--- src/rtl/vga_pkg.sv ---
// Shared types and timing helpers for the VGA display timer.
// Latency: n/a (declarations only).
// Backpressure: n/a.
package vga_pkg;

  // Per-line render handshake with the line-buffer engines.
  typedef enum logic [1:0] {
    ST_IDLE   = 2'd0,
    ST_RENDER = 2'd1,
    ST_READY  = 2'd2
  } render_state_e;

  // Full period of one axis, in pixels (H) or lines (V).
  function automatic int axis_total(input int active, input int fp,
                                    input int sync, input int bp);
    return active + fp + sync + bp;
  endfunction

  // First count at which sync is asserted.
  function automatic int axis_sync_start(input int active, input int fp);
    return active + fp;
  endfunction

  // First count after sync is released.
  function automatic int axis_sync_end(input int active, input int fp,
                                       input int sync);
    return active + fp + sync;
  endfunction

endpackage

--- src/rtl/vga_disp_timer_axis.sv ---
// One timing axis: wrapping counter with sync and active-region decode.
// Latency: count registered, wrap/sync/active combinational from count.
// Backpressure: none; advances on step_i, clear_i forces origin.
//
// Ports: clk_i/reset_i (sync, active-high), step_i advance, clear_i to 0,
//        count_o current position, wrap_o last position being stepped,
//        sync_o sync at POL level, active_o inside the visible region.
module vga_axis_counter
  import vga_pkg::*;
#(
  parameter int ACTIVE = 640,
  parameter int FP     = 16,
  parameter int SYNC   = 96,
  parameter int BP     = 48,
  parameter bit POL    = 1'b0,
  parameter int W      = 11
) (
  input  logic         clk_i,
  input  logic         reset_i,
  input  logic         step_i,
  input  logic         clear_i,
  output logic [W-1:0] count_o,
  output logic         wrap_o,
  output logic         sync_o,
  output logic         active_o
);

  localparam logic [W-1:0] LAST   = W'(axis_total(ACTIVE, FP, SYNC, BP) - 1);
  localparam logic [W-1:0] SYNC_S = W'(axis_sync_start(ACTIVE, FP));
  localparam logic [W-1:0] SYNC_E = W'(axis_sync_end(ACTIVE, FP, SYNC));
  localparam logic [W-1:0] ACT    = W'(ACTIVE);

  logic [W-1:0] count_q;
  logic [W-1:0] count_d;

  assign wrap_o = step_i & (count_q == LAST);

  always_comb begin
    count_d = count_q;
    if (clear_i) begin
      count_d = '0;
    end else if (step_i) begin
      count_d = wrap_o ? '0 : count_q + 1'b1;
    end
  end

  always_ff @(posedge clk_i) begin
    if (reset_i) begin
      count_q <= '0;
    end else begin
      count_q <= count_d;
    end
  end

  assign count_o  = count_q;
  assign sync_o   = ((count_q >= SYNC_S) && (count_q < SYNC_E)) ? POL : ~POL;
  assign active_o = (count_q < ACT);

endmodule

--- src/rtl/vga_disp_timer.sv ---
// VGA mode timer: pixel strobe, H/V counters, syncs, blank and the per-line
// render/swap handshake with the line-buffer engines.
// Latency: counters/FSM registered; syncs, blank, pulses decode in the cycle
// the counters show the event. Backpressure: none; a late render_done
// repeats the old line (underrun) instead of stalling timing.
//
// Ports: clk/reset (sync, active-high), enable (0 parks at origin),
//        pix_ce/hcount/vcount timing, VGA_* panel signals,
//        render_start/render_line/render_done/swap engine handshake,
//        underrun (+underrun_clr), frame_cnt, vblank_irq.
module vga_disp_timer
  import vga_pkg::*;
#(
  parameter int CLK_DIV  = 2,
  parameter int H_ACTIVE = 640,
  parameter int H_FP     = 16,
  parameter int H_SYNC   = 96,
  parameter int H_BP     = 48,
  parameter int V_ACTIVE = 480,
  parameter int V_FP     = 10,
  parameter int V_SYNC   = 2,
  parameter int V_BP     = 33,
  parameter bit HS_POL   = 1'b0,
  parameter bit VS_POL   = 1'b0,
  parameter int HW       = 11,
  parameter int VW       = 10
) (
  input  logic          clk,
  input  logic          reset,
  input  logic          enable,
  output logic          pix_ce,
  output logic [HW-1:0] hcount,
  output logic [VW-1:0] vcount,
  output logic          VGA_CLK,
  output logic          VGA_HS,
  output logic          VGA_VS,
  output logic          VGA_BLANK_n,
  output logic          render_start,
  output logic [VW-1:0] render_line,
  input  logic          render_done,
  output logic          swap,
  output logic          underrun,
  input  logic          underrun_clr,
  output logic [15:0]   frame_cnt,
  output logic          vblank_irq
);

  localparam int PW = (CLK_DIV > 2) ? $clog2(CLK_DIV) : 1;
  localparam logic [PW-1:0] PH_LAST = PW'(CLK_DIV - 1);
  localparam logic [PW-1:0] PH_HALF = PW'(CLK_DIV / 2);

  localparam int VTOTAL = axis_total(V_ACTIVE, V_FP, V_SYNC, V_BP);
  localparam logic [VW-1:0] V_ACT      = VW'(V_ACTIVE);
  localparam logic [VW-1:0] V_ACT_LAST = VW'(V_ACTIVE - 1);
  localparam logic [VW-1:0] V_LAST     = VW'(VTOTAL - 1);

  logic [PW-1:0]  phase_q, phase_d;
  logic           run_q;
  logic           adv;
  logic           h_wrap, v_wrap;
  logic           h_act, v_act;
  logic           line_start, line_end;
  logic           t_vld;
  logic [VW-1:0]  t_line;
  logic           under_set;
  render_state_e  state_q, state_d;
  logic [VW-1:0]  render_line_q, render_line_d;
  logic           underrun_q, underrun_d;
  logic [15:0]    frame_cnt_q, frame_cnt_d;

  // run_q lags enable by one clock so that the first running cycle shows
  // the origin at phase 0, giving a clean line-start point after enable.
  assign adv    = run_q & enable;
  assign pix_ce = adv & (phase_q == PH_LAST);

  always_comb begin
    phase_d = phase_q;
    if (!enable) begin
      phase_d = '0;
    end else if (run_q) begin
      phase_d = (phase_q == PH_LAST) ? '0 : phase_q + 1'b1;
    end
  end

  vga_axis_counter #(
    .ACTIVE(H_ACTIVE), .FP(H_FP), .SYNC(H_SYNC), .BP(H_BP),
    .POL(HS_POL), .W(HW)
  ) u_h (
    .clk_i   (clk),
    .reset_i (reset),
    .step_i  (pix_ce),
    .clear_i (~enable),
    .count_o (hcount),
    .wrap_o  (h_wrap),
    .sync_o  (VGA_HS),
    .active_o(h_act)
  );

  vga_axis_counter #(
    .ACTIVE(V_ACTIVE), .FP(V_FP), .SYNC(V_SYNC), .BP(V_BP),
    .POL(VS_POL), .W(VW)
  ) u_v (
    .clk_i   (clk),
    .reset_i (reset),
    .step_i  (h_wrap),
    .clear_i (~enable),
    .count_o (vcount),
    .wrap_o  (v_wrap),
    .sync_o  (VGA_VS),
    .active_o(v_act)
  );

  assign line_start  = adv & (phase_q == '0) & (hcount == '0);
  assign line_end    = h_wrap;
  assign vblank_irq  = line_start & (vcount == V_ACT);
  assign VGA_CLK     = run_q & (phase_q >= PH_HALF);
  assign VGA_BLANK_n = run_q & h_act & v_act;

  // Render one line ahead; the last blanking line pre-renders line 0.
  assign t_vld  = (vcount < V_ACT_LAST) | (vcount == V_LAST);
  assign t_line = (vcount == V_LAST) ? '0 : vcount + 1'b1;

  always_comb begin
    state_d      = state_q;
    render_start = 1'b0;
    swap         = 1'b0;
    under_set    = 1'b0;
    if (!enable) begin
      state_d = ST_IDLE;
    end else begin
      case (state_q)
        ST_IDLE: begin
          if (line_start && t_vld) begin
            render_start = 1'b1;
            state_d      = ST_RENDER;
          end
        end
        ST_RENDER: begin
          if (line_end) begin
            // Done arriving on the line-end cycle still makes the swap.
            if (render_done) begin
              swap    = 1'b1;
              state_d = ST_IDLE;
            end else begin
              under_set = 1'b1;
            end
          end else if (render_done) begin
            state_d = ST_READY;
          end
        end
        ST_READY: begin
          if (line_end) begin
            swap    = 1'b1;
            state_d = ST_IDLE;
          end
        end
        default: state_d = ST_IDLE;
      endcase
    end
  end

  always_comb begin
    render_line_d = render_start ? t_line : render_line_q;
    // A new underrun wins over a same-cycle clear.
    underrun_d    = under_set | (underrun_q & ~underrun_clr);
    frame_cnt_d   = v_wrap ? frame_cnt_q + 16'd1 : frame_cnt_q;
  end

  always_ff @(posedge clk) begin
    if (reset) begin
      phase_q       <= '0;
      run_q         <= 1'b0;
      state_q       <= ST_IDLE;
      render_line_q <= '0;
      underrun_q    <= 1'b0;
      frame_cnt_q   <= '0;
    end else begin
      phase_q       <= phase_d;
      run_q         <= enable;
      state_q       <= state_d;
      render_line_q <= render_line_d;
      underrun_q    <= underrun_d;
      frame_cnt_q   <= frame_cnt_d;
    end
  end

  // Line number is valid during the render_start pulse itself.
  assign render_line = render_line_d;
  assign underrun    = underrun_q;
  assign frame_cnt   = frame_cnt_q;

endmodule

--- config.mk ---
export PLATFORM = sky130hd
export DESIGN_NAME = vga_disp_timer
export DESIGN_NICKNAME = d
export VERILOG_FILES = /design/src/rtl/vga_pkg.sv /design/src/rtl/vga_disp_timer_axis.sv /design/src/rtl/vga_disp_timer.sv
export SDC_FILE = /design/constraint.sdc
export NUM_CORES = 1
export LEC_CHECK = 0
export CORE_MARGIN = 4
export CORE_UTILIZATION = 51
export DETAILED_ROUTE_END_ITERATION = 6
export PLACE_DENSITY = 0.83
export SLEW_MARGIN = 10
export SYNTH_ARGS = -nofsm -noshare
export SYNTH_HDL_FRONTEND = slang
export SYNTH_SLANG_ARGS = --single-unit
--- constraint.sdc ---
create_clock -name clk -period 2.95 [get_ports clk]
set_input_delay 0.4425 -clock clk [delete_from_list [all_inputs] [get_ports clk]]
set_output_delay 0.4425 -clock clk [all_outputs]
set_load 0.02 [all_outputs]
# Word level (Yosys, flattened, before mapping)
# Index checks and enable logic that the tools add are counted.
# totals
regBits	52
latch_bits	0
ram_bits	0
mem_bits_ro	0
inputBits	5
out_inout_bits	56
word_cells	76
n_memories	0
# op_classes
addsub	4
n_mul	0
div_mod_pow	0
n_lt_le_gt_ge	8
n_eq_ne	8
shifts	0
n_mux	25
bitwise_logic	16
n_reduce_logical	7
# ops
operator	count
$lt 10x9->1 const B	3
$mux 10	3
$lt 11x10->1 const B	2
$add 16x1->16 const B	1
$mux 1	14
$add 11x1->11 const B	1
$and 1x1->1	11
$eq 11x10->1 const B	1
$ge 11x10->1 const B	1
$logic_not 11->1	1
$mux 11	1
$add 10x1->10 const B	1
$eq 10x10->1 const B	1
$eq 10x9->1 const B	1
$ge 10x9->1 const B	1
$mux 2	5
$pmux 2 s3	1
$ne 2x2->1 const B	2
$logic_and 1x1->1	3
$not 1->1	3
$reduce_and 3->1	1
$eq 2x1->1 const B	1
$eq 2x2->1 const B	1
$logic_not 2->1	1
6 further kinds	7

# Longest topological paths before layout
# Gate-level depths: netlist of run 1.
# depth
ltp_word	8
mapped_depth	8

# Modules after synthesis
# From an unflattened synthesis of run 1, not the netlist that was laid out.
# hier_totals
hier_cells	359
hier_area_um2	3150.5
# by_module_without_submodules
mod	instances	cells_per_inst	area_each_um2
vga_disp_timer	1	228	1965.6
vga_axis_counter (u_h)	1	68	631.9
vga_axis_counter (u_v)	1	63	553.0

# Worst setup path before layout of run 1
# OpenSTA, ideal clock, no wires.
# synth_timing
path_type	reg-to-output
start	reg u_v.count_q[0], in the netlist u_v.count_o[0]
end	out render_line[2]
t_arrival_ns	2.024
required_time_ns	2.508
path_slack_ns	0.483
stages_incl_launch_ff	8
path_buffers	1
cell_sequence	dfxtp_1 -> inv_1 -> ha_1 -> nand4bb_1 -> nor3_4 -> o211a_1 -> buf_6 -> mux2_4
# synth_between
elab_chain_len	7
word_cells_on_any_way	10
# synth_rtl
element	line	rtl
from (decl)	vga_disp_timer_axis.sv:33	logic [W-1:0] count_q;
from (signal assigned)	vga_disp_timer_axis.sv:51	count_q <= count_d;
$lt 10x9->1 / $eq 10x10->1 (equally long branches)	vga_disp_timer.sv:120, vga_disp_timer.sv:121	
$or 1x1->1	vga_disp_timer.sv:120	assign t_vld = (vcount < V_ACT_LAST) | (vcount == V_LAST);
$logic_and 1x1->1	vga_disp_timer.sv:133	if (line_start && t_vld) begin
$mux 1	vga_disp_timer.sv:133	
$mux 1	vga_disp_timer.sv:131	case (state_q)
$mux 1	vga_disp_timer.sv:128	if (!enable) begin
$mux 10 (*)	vga_disp_timer.sv:163	render_line_d = render_start ? t_line : render_line_q;
to (decl)	vga_disp_timer.sv:39	output logic [VW-1:0] render_line,
# Mark *: on every way between the ends. The rest lies on a longest branch, timed or not.

# Worst setup path in the final report of run 1
# layout_timing
start	reg u_v.count_q[2], in the netlist u_v.count_o[2]
end	out render_line[8]
# Same word-level chain as after synthesis.

==> results of run 1 <==
power breakdown:
part	switching, W	internal [W]
Clock	0.000246	0.000169
Sequential	0.00000182	0.000704
Combinational	0.0000314	0.0000264
Total	0.000279	0.000899
layer usage:
metal	GRT usage (%)	share of wire [%]
met5	0	0
met1	27.8	42
met2	37.5	50
met3	4.12	6.5
met4	5.23	1.3
critical path, cell delays in order, from the launching register on:
cell and delay [ps]:
dfxtp_1 560, nand4_1 290, o21a_1 280, o211a_1 240
buf_12 150, mux2_4 300, dlygate4sd2_1 320
per-stage QoR:
stage	setup TNS (ps)	utilization [%]	hold WS (ps)
after floorplan	0	-	440
after global placement	-99.4	68.1	451
after detailed placement	-542	68.1	452
after CTS	0	70.0	467
after global routing	-193	70.7	524
final	0	70.7	467
registers in the layout, indices dropped and copies added (netlist names):
name / cells
frame_cnt: 16
u_h.count_o: 11
render_line_q: 10
u_v.count_o: 10
state_q: 2
phase_q: 1
run_q: 1
underrun: 1
how the worst min path moves through the flow:
stage | slack [ps] | endpoint
6_report | 470 | render_line_q[1]
5_1_grt | 520 | render_line_q[1]
4_1_cts | 470 | render_line_q[1]
3_5_place_dp | 450 | render_line_q[1]
3_3_place_gp | 450 | render_line_q[0]
2_1_floorplan | 440 | render_line_q[0]
cell families after synthesis:
group / count (synthesis) / share of synthesized area [%]
xor+xnor: 30 / 9.23
compound gates: 38 / 8.13
fa+ha+maj: 8 / 3.52
simple gates: 163 / 32.2
buf+inv: 36 / 5.98
mux: 9 / 4.39
flops: 52 / 36.6
layout make-up:
class / instances / area (um^2)
inverter: 16 / 60.1
clock buffer: 5 / 68.8
multi-input combinational: 248 / 1660
clock inverter: 3 / 23.8
timing repair buffer: 83 / 781
tap: 70 / 87.6
sequential: 52 / 1040
fill: 420 / 1550
synth_stat cells, types with 3 or more instances:
cell       n
a21oi_1   16
xnor2_1   11
nor2_1    41
nor3_1     7
nand3_1   19
and4_1     3
xor2_1    19
nand2_1   27
or3_1      6
inv_1     16
buf_6      4
and2b_1    7
nor4b_1    3
mux2_4     7
ha_1       8
and3_1     3
clkbuf_1  13
and2_1     4
dfxtp_1   52
nand4_1   21
o21ai_0   10
layout by cell type, fill, tap and decap left out, types with 3 or more instances in the layout:
master            n
buf_4            22
nor4b_1           3
or3_1             5
clkdlybuf4s50_1  47
mux2_4            7
nor3_1            7
nand3_1          19
xor2_1           19
xnor2_1          11
inv_1            16
nand2_1          27
o21ai_0          10
clkbuf_8          5
a21oi_1          16
dlymetal6s2s_1    3
dfxtp_2           3
and2_1            4
nand4_1          21
and3_1            3
dfxtp_1          49
and4_1            3
nor2_1           41
dlygate4sd2_1    10
ha_1              8
and2b_1           7
what timing repair did:
action | 4_1_cts | 5_1_grt
resized for setup | 12 | 6
setup endpoints to repair | 12 | 10
pin swaps | 2 | 2
hold endpoints to repair | 0 | 0
buffers inserted | 2 | 1
==> run_results.csv, run 1 <==
group,metric,value,unit
run_status,status,"finished, final reports clean",
sta,tightestPinTransition,597,ps
setup_path,reg2reg_to,"frame_cnt[8]",
synthesis,ys_warn_count,0,
placed_design,dpl.cell_count,466,
global_routing,grt_max_degree,28,
synthesis,ys_seq_area_share,36.6,%
sta,slew_violations,0,
finish,nets,419,
placed_design,dp_slack,-76.0,ps
global_routing,grt_pass1_vias,2505,
setup_path,critical_path_class,"reg2out",
sta,period_share,97.5,%
routing,drcViolationCount,0,
clocking,cts-hold-fix-buffers,0,
pwr,p_leak,1.42,nW
synthesis,syn_inst,336,
pwr,p_total,0.00118,W
sta,slew_headroom,59.9,%
routing,ant_nets,0,
floorplanning,fp-row-count,26,
setup_path,cp.required,2510,ps
routing,routed_via_density,5.68,
clocking,cts_made_buffers,5,
setup_path,endpoint,"render_line[8]",
pwr,p_per_area,316,mW/mm^2
routing,wirelength,7380,um
floorplanning,start_util,54.0,%
pwr,peakVddDrop,310,uV
clocking,clock_sinks,52,
hold_path,hold_path_depth,2,
clocking,clock_path_buffers,2,
sta,clock_skew,17.0,ps
synthesis,synth_area_leader_cell,"dfxtp_1",
synthesis,ys.flop_type,"dfxtp_1",
setup_path,rr_startpoint,"u_v.count_o[0]",
placed_design,placed_cell_area,0.00359,mm^2
setup_path,arrival,2430,ps
routing,wl_per_cell,15.5,um
finish,area_growth,30.8,%
synthesis,synth-edff-count,0,
placed_design,place.gp.congestion,0.934,
sta,fmax,0.348,GHz
setup_path,crit_path_end_kind,"output pin",
setup_path,critPathLaunch,"u_v.count_o[2]",
routing,firstDrtPassIters,5,
floorplanning,dieArea,0.00684,mm^2
floorplanning,io_pins,61,
clocking,root_buffer,"clkbuf_8",
clocking,h-tree-depth,2,
global_routing,grt_overflow_total,0,
setup_path,rrSetupSlack,750,ps
setup_path,r2r_cells,8,
placed_design,portBuffers,60,
hold_path,hold_path_startpoint,"render_line_q[1]",
clocking,cts_tree,"done",
finish,antenna_cells,0,
synthesis,synth_area,0.00285,mm^2
synthesis,ys_top_cells_by_area,"dfxtp_1, xor2_1, nor2_1, nand4_1, mux2_4",
floorplanning,die_w,82.7,um
setup_path,startpoint_type,"flip-flop",
sta,setup_viol,0,
sta,finalHoldViolCount,0,
synthesis,synth_top_area_share,36.6,%
synthesis,synth_seq_cells,52,
global_routing,antenna_found_initial,0,
synthesis,synth_cell_types,49,
flow_run,drv_cap,0,
synthesis,syn_avg_cell_area,8.48,um^2
finish,design_area,0.00372,mm^2
synthesis,async_flop_share,0,%
routing,vias,2707,
sta,finalWorstPathRequiredPeriod,2880,ps
global_routing,grtUsageTotal,21.7,%
synthesis,synth_nets,349,
setup_path,critPathMaxFanout,10,
sta,fin_ws,74.2,ps
floorplanning,coreArea,0.00527,mm^2
global_routing,grt_pass1_wl,11600,um
finish,fin_cells,477,
placed_design,hpwl,5320,um
floorplanning,die_y,82.7,um
clocking,clk-insertion-delay-late,310,ps
finish,drive_gt1_share,12.5,%
routing,drtIter0Drc,190,
clocking,cts.clk_slew.worst_paths,110,ps
hold_path,hp-class,"reg2reg",
(Power assumes the default switching activity.)
==> run 2: changes to the inputs <==
- GPL_TIMING_DRIVEN: not set -> 0
==> run 2 against run 1 <==
Flip-flop and latch count unchanged; largest cell class unchanged; critical path type unchanged; hold slack improved by 2.0 ps; worst setup slack improved by 24 ps; largest power group unchanged; highest routed layer unchanged; clock skew decreased by 9.8 ps; global-route usage increased by 0.48 points.
==> run_results.csv, run 2 (same netlist as run 1, synthesis figures left out) <==
group,metric,value,unit
setup_path,critical_path_class,"reg2out",
placed_design,portBuffers,59,
floorplanning,die_y,82.7,um
global_routing,use_met1,27.3,%
finish,antenna_cells,0,
routing,drtIter0Drc,173,
clocking,clock_path_buffers,2,
global_routing,antenna_found_initial,0,
setup_path,startpoint_type,"flip-flop",
routing,firstDrtPassIters,4,
sta,rsz0062_at_grt,"no",
finish,final_cell_mix,"dfxtp_1, clkdlybuf4s50_1, nor2_1, nand2_1, nand4_1",
placed_design,dp_slack,-603,ps
sta,tightestPinTransition,580,ps
pwr,peakVddDrop,273,uV
placed_design,place.gp.congestion,0.888,
routing,ant_nets,0,
setup_path,cp.required,2510,ps
sta,fin_ws,98.7,ps
floorplanning,die_w,82.7,um
routing,routed_via_density,5.59,
hold_path,hp-class,"reg2reg",
setup_path,crit_path_end_kind,"output pin",
clocking,h-tree-depth,2,
flow_run,drv_cap,0,
global_routing,grt_pass1_vias,2639,
pwr,power_frac_seq,56.8,%
finish,fill_cells,422,
sta,holdWs,469,ps
placed_design,hpwl,5190,um
floorplanning,dieArea,0.00684,mm^2
clocking,cts_tree,"done",
finish,area_growth,30.8,%
global_routing,grt_pass1_wl,11900,um
global_routing,grtUsageTotal,22.2,%
global_routing,use_met3,3.80,%
setup_path,critPathMaxFanout,9,
finish,nets,418,
sta,setup_viol,0,
setup_path,arrival,2410,ps
clocking,root_buffer,"clkbuf_8",
floorplanning,coreArea,0.00527,mm^2
clocking,clock_sinks,52,
sta,slew_headroom,61.0,%
finish,largest_reg_flops,16,
pwr,cellInternalPower,0.000979,W
sta,finalWorstPathRequiredPeriod,2850,ps
clocking,clk-insertion-delay-late,300,ps
sta,period_share,96.7,%
pwr,clkPwrFrac,38.8,%
pwr,p_leak,1.34,nW
finish,drive_gt1_share,12.1,%
pwr,pwr-share-comb,4.4,%
clocking,cts.clk_slew.worst_paths,90,ps
pwr,p_total,0.00124,W
floorplanning,start_util,54.0,%
routing,wirelength,7220,um
sta,clock_skew,7.18,ps
clocking,cts-hold-fix-buffers,0,
pwr,p_sw_share,21.3,%
routing,vias,2663,
floorplanning,io_pins,61,
sta,finalHoldViolCount,0,
routing,wl_per_cell,15.2,um
global_routing,grt.busiest_layer,"met2",
finish,final_common_cell,"dfxtp_1",
routing,drcViolationCount,0,
floorplanning,fp-row-count,26,
global_routing,grt_use_met2,39.3,%
global_routing,grt_overflow_total,0,
pwr,p_per_area,334,mW/mm^2
pwr,p_sw,0.000265,W
sta,fmax,0.351,GHz
sta,slew_violations,0,
clocking,cts_made_buffers,5,
run_status,status,"finished, final reports clean",
global_routing,grt_max_degree,16,
-- run 2: path summary, 6_finish.rpt --
path	end	depth (start not counted)	slack, ps	from
hold / removal	render_line_q[1]	2	470	render_line_q[1]
setup / recovery	render_line[8]	7	100	u_v.count_o[0]
setup reg to reg	frame_cnt[13]	7	850	u_v.count_o[0]
hold reg to reg	render_line_q[1]	2	470	render_line_q[1]
-- run 2: critical path, stage by stage, from the launching register on --
cell	delay (ps)
dfxtp_2	420
ha_2	250
nand4_1	200
o21a_1	260
o211a_1	240
buf_8	150
mux2_4	300
clkdlybuf4s15_1	280
-- run 2: power by group through the flow --
stage	logic (W)	registers (W)	clock network (W)
floorplan	0.0000321	0.000722	0
global placement	0.0000511	0.000723	0
detailed placement	0.0000518	0.000723	0
CTS	0.0000524	0.000706	0.000490
global route	0.0000586	0.000707	0.000509
finish	0.0000545	0.000706	0.000482
-- run 2: final cells by class --
type,count,area (um^2),share of cell area [%]
clock buffers,6,72.6,1.95
clock inverters,2,35.0,0.941
flip-flops and latches,52,1050,28.1
repair buffers,65,632,17.0
well taps,70,87.6,2.35
inverters,16,60.1,1.61
plain buffers,17,106,2.86
multi-input cells,248,1680,45.2
-- run 2: per-layer routing --
| layer | vias up | wire (um) |
|---|---|---|
| li1 | 1309 | - |
| met1 | 1255 | 3120 |
| met5 | - | 0 |
| met2 | 93 | 3600 |
| met4 | 0 | 54 |
| met3 | 6 | 446 |
-- run 2: metrics by stage --
| stage | cells | TNS (ps) | util [%] | instance area, um^2 |
|---|---|---|---|---|
| global route | 476 | 0 | 70.7 | 3720 |
| finish | 476 | 0 | 70.7 | 3720 |
| CTS | 473 | 0 | 69.6 | 3670 |
| detailed placement | 465 | -2660 | 66.9 | 3530 |
| global placement | 465 | -2300 | 66.9 | 3530 |
| floorplan | 336 | 0 | - | 2850 |
-- run 2: timing repair --
| action | 4_1_cts | 5_1_grt |
|---|---|---|
| resized for setup | 27 | 16 |
| setup buffers | 2 | 4 |
| pin swaps | 3 | 3 |
| endpoints found under the setup margin | 13 | 10 |
==> run 3: changes to the inputs <==
- SKIP_LAST_GASP: not set -> 1
==> run 3 against run 2 <==
Via count is 0.83% higher; critical path depth stayed put; flip-flop and latch count stayed put; cell area is 0.30% lower; clock power is 0.8% higher; sequential share of layout area is 0.085 points higher; sequential power hardly changed; non-clock buffer count stayed put; maximum frequency is 0.52% lower; worst setup slack worse by 15 ps; first-iteration DRC count is 13% higher; clock skew is 1.3 ps lower; highest routed layer unchanged.
==> run_results.csv, run 3 (same netlist as run 1, synthesis figures left out) <==
group,metric,value,unit
setup_path,cpMaxStageDelayCell,"dfxtp_2",
routing,drcViolationCount,0,
setup_path,rr_startpoint,"u_v.count_o[0]",
setup_path,startpoint_type,"flip-flop",
flow_run,drv_cap,0,
setup_path,cp.required,2510,ps
setup_path,crit_path_end_kind,"output pin",
finish,multi_input_comb_area,0.00168,mm^2
hold_path,hold_path_startpoint,"render_line_q[1]",
finish,largest_reg_flops,16,
sta,fmax,0.349,GHz
sta,slew_headroom,60.0,%
routing,wl_per_cell,15.3,um
clocking,cts-hold-fix-buffers,0,
setup_path,arrival,2420,ps
routing,met3_length,371,um
finish,nets,418,
clocking,cts_tree,"done",
pwr,p_leak,1.34,nW
placed_design,hpwl,5190,um
routing,dr_wl_met2,3630,um
finish,drive_gt1_share,11.8,%
routing,top_layer_used,"met4",
pwr,p_per_area,336,mW/mm^2
routing,firstDrtPassIters,4,
placed_design,place.gp.congestion,0.888,
setup_path,r2r_cells,7,
sta,finalWorstPathRequiredPeriod,2870,ps
sta,rsz0062_at_grt,"no",
floorplanning,start_util,54.0,%
routing,wl_met1,3200,um
hold_path,hp-class,"reg2reg",
routing,vias,2685,
floorplanning,die_y,82.7,um
clocking,h-tree-depth,2,
finish,final_common_cell,"dfxtp_1",
finish,design_area,0.00371,mm^2
routing,routed_via_density,5.64,
finish,regArea,0.00105,mm^2
placed_design,dpl.cell_count,465,
clocking,cts_made_buffers,5,
sta,tightestPinTransition,596,ps
routing,ant_nets,0,
sta,period_share,97.2,%
finish,antenna_cells,0,
finish,area_growth,30.4,%
global_routing,grt_pass1_vias,2636,
global_routing,grt_max_degree,16,
finish,final_util,70.4,%
finish,fill_cells,425,
sta,slew_violations,0,
clocking,clock_path_buffers,2,
setup_path,critPathMaxFanout,9,
sta,clock_skew,5.89,ps
placed_design,portBuffers,59,
global_routing,grtUsageTotal,22.2,%
run_status,status,"finished, final reports clean",
floorplanning,dieArea,0.00684,mm^2
floorplanning,fp-row-count,26,
global_routing,grt_overflow_total,0,
finish,final_cell_mix,"dfxtp_1, clkdlybuf4s50_1, nor2_1, nand2_1, nand4_1",
setup_path,path_cells,"ha_2 -> nand4_1 -> o21a_1 -> o211a_1 -> buf_8 -> mux2_4 -> clkdlybuf4s15_1",
finish,fin_cells,476,
placed_design,dp_slack,-603,ps
setup_path,max_stage_delay,420,ps
setup_path,critical_path_class,"reg2out",
clocking,root_buffer,"clkbuf_8",
sta,fin_ws,83.9,ps
clocking,clk-insertion-delay-late,300,ps
global_routing,grt_pass1_wl,11900,um
hold_path,min_delay_worst_endpoint,"render_line_q[1]",
sta,finalHoldViolCount,0,
pwr,peakVddDrop,275,uV
floorplanning,die_w,82.7,um
placed_design,placed_cell_area,0.00353,mm^2
clocking,clock_sinks,52,
global_routing,antenna_found_initial,0,
setup_path,rrSetupSlack,860,ps
setup_path,reg2reg_to,"frame_cnt[13]",
sta,setup_viol,0,
floorplanning,io_pins,61,
floorplanning,coreArea,0.00527,mm^2
hold_path,hold_path_depth,2,
routing,drtIter0Drc,195,
routing,wirelength,7260,um
sta,holdWs,471,ps
clocking,cts.clk_slew.worst_paths,90,ps
-- run 3: changes by cell type in the layout (fill, tap and decap cells not counted) --
| cell | delta |
|---|---|
| buf_2 | +1 |
| clkdlybuf4s15_2 | -1 |
| clkbuf_2 | +1 |
| clkbuf_4 | -1 |
| nand2_2 | -1 |
| nand2_1 | +1 |
-- run 3: critical path, delay by kind of cell (launching register included) --
family                   cells  cell delay (ps)
AO/OA/AOI/OAI                2              500
adder cells (fa/ha/maj)      1              250
buffers and inverters        2              430
flip-flops                   1              420
multiplexers                 1              300
AND/OR/NAND/NOR              1              210
-- run 3: layout make-up --
cell class	count	area share [%]
plain buffers	17	2.80
clock buffers	6	1.95
clock inverters	2	0.944
inverters	16	1.62
multi-input cells	248	45.3
flip-flops and latches	52	28.2
well taps	70	2.36
repair buffers	65	16.9
-- run 3: how the worst max path moves through the flow --
stage	startpoint	to	slack, ps
floorplan	u_v.count_o[0]	render_line[2]	480
global placement	enable	swap	-580
detailed placement	enable	swap	-600
CTS	enable	swap	-150
global route	u_v.count_o[5]	render_line[8]	10
finish	u_v.count_o[0]	render_line[8]	80
-- run 3: where the power goes --
part           switching [W]  internal [W]
Clock               0.000234      0.000252
Sequential        0.00000287      0.000704
Combinational      0.0000313     0.0000230
-- run 3: per-stage QoR --
step	setup TNS [ps]	total power [W]
4_1_cts	-152	0.00125
2_1_floorplan	0	0.000754
5_1_grt	0	0.00127
3_3_place_gp	-2300	0.000774
6_report	0	0.00125
3_5_place_dp	-2660	0.000775
-- run 3: metal layers --
metal | track usage (%) | vias to the layer above
li1 | - | 1307
met1 | 27.5 | 1287
met2 | 39.2 | 83
met3 | 3.80 | 8
met4 | 6.70 | 0
met5 | 0 | -
-- run 3: what timing repair did --
action                                  CTS  global route
buffers inserted                          2             4
gates resized for setup                  22            20
pin swaps                                 3             3
endpoints found under the setup margin   13            10
gates cloned                              0             0
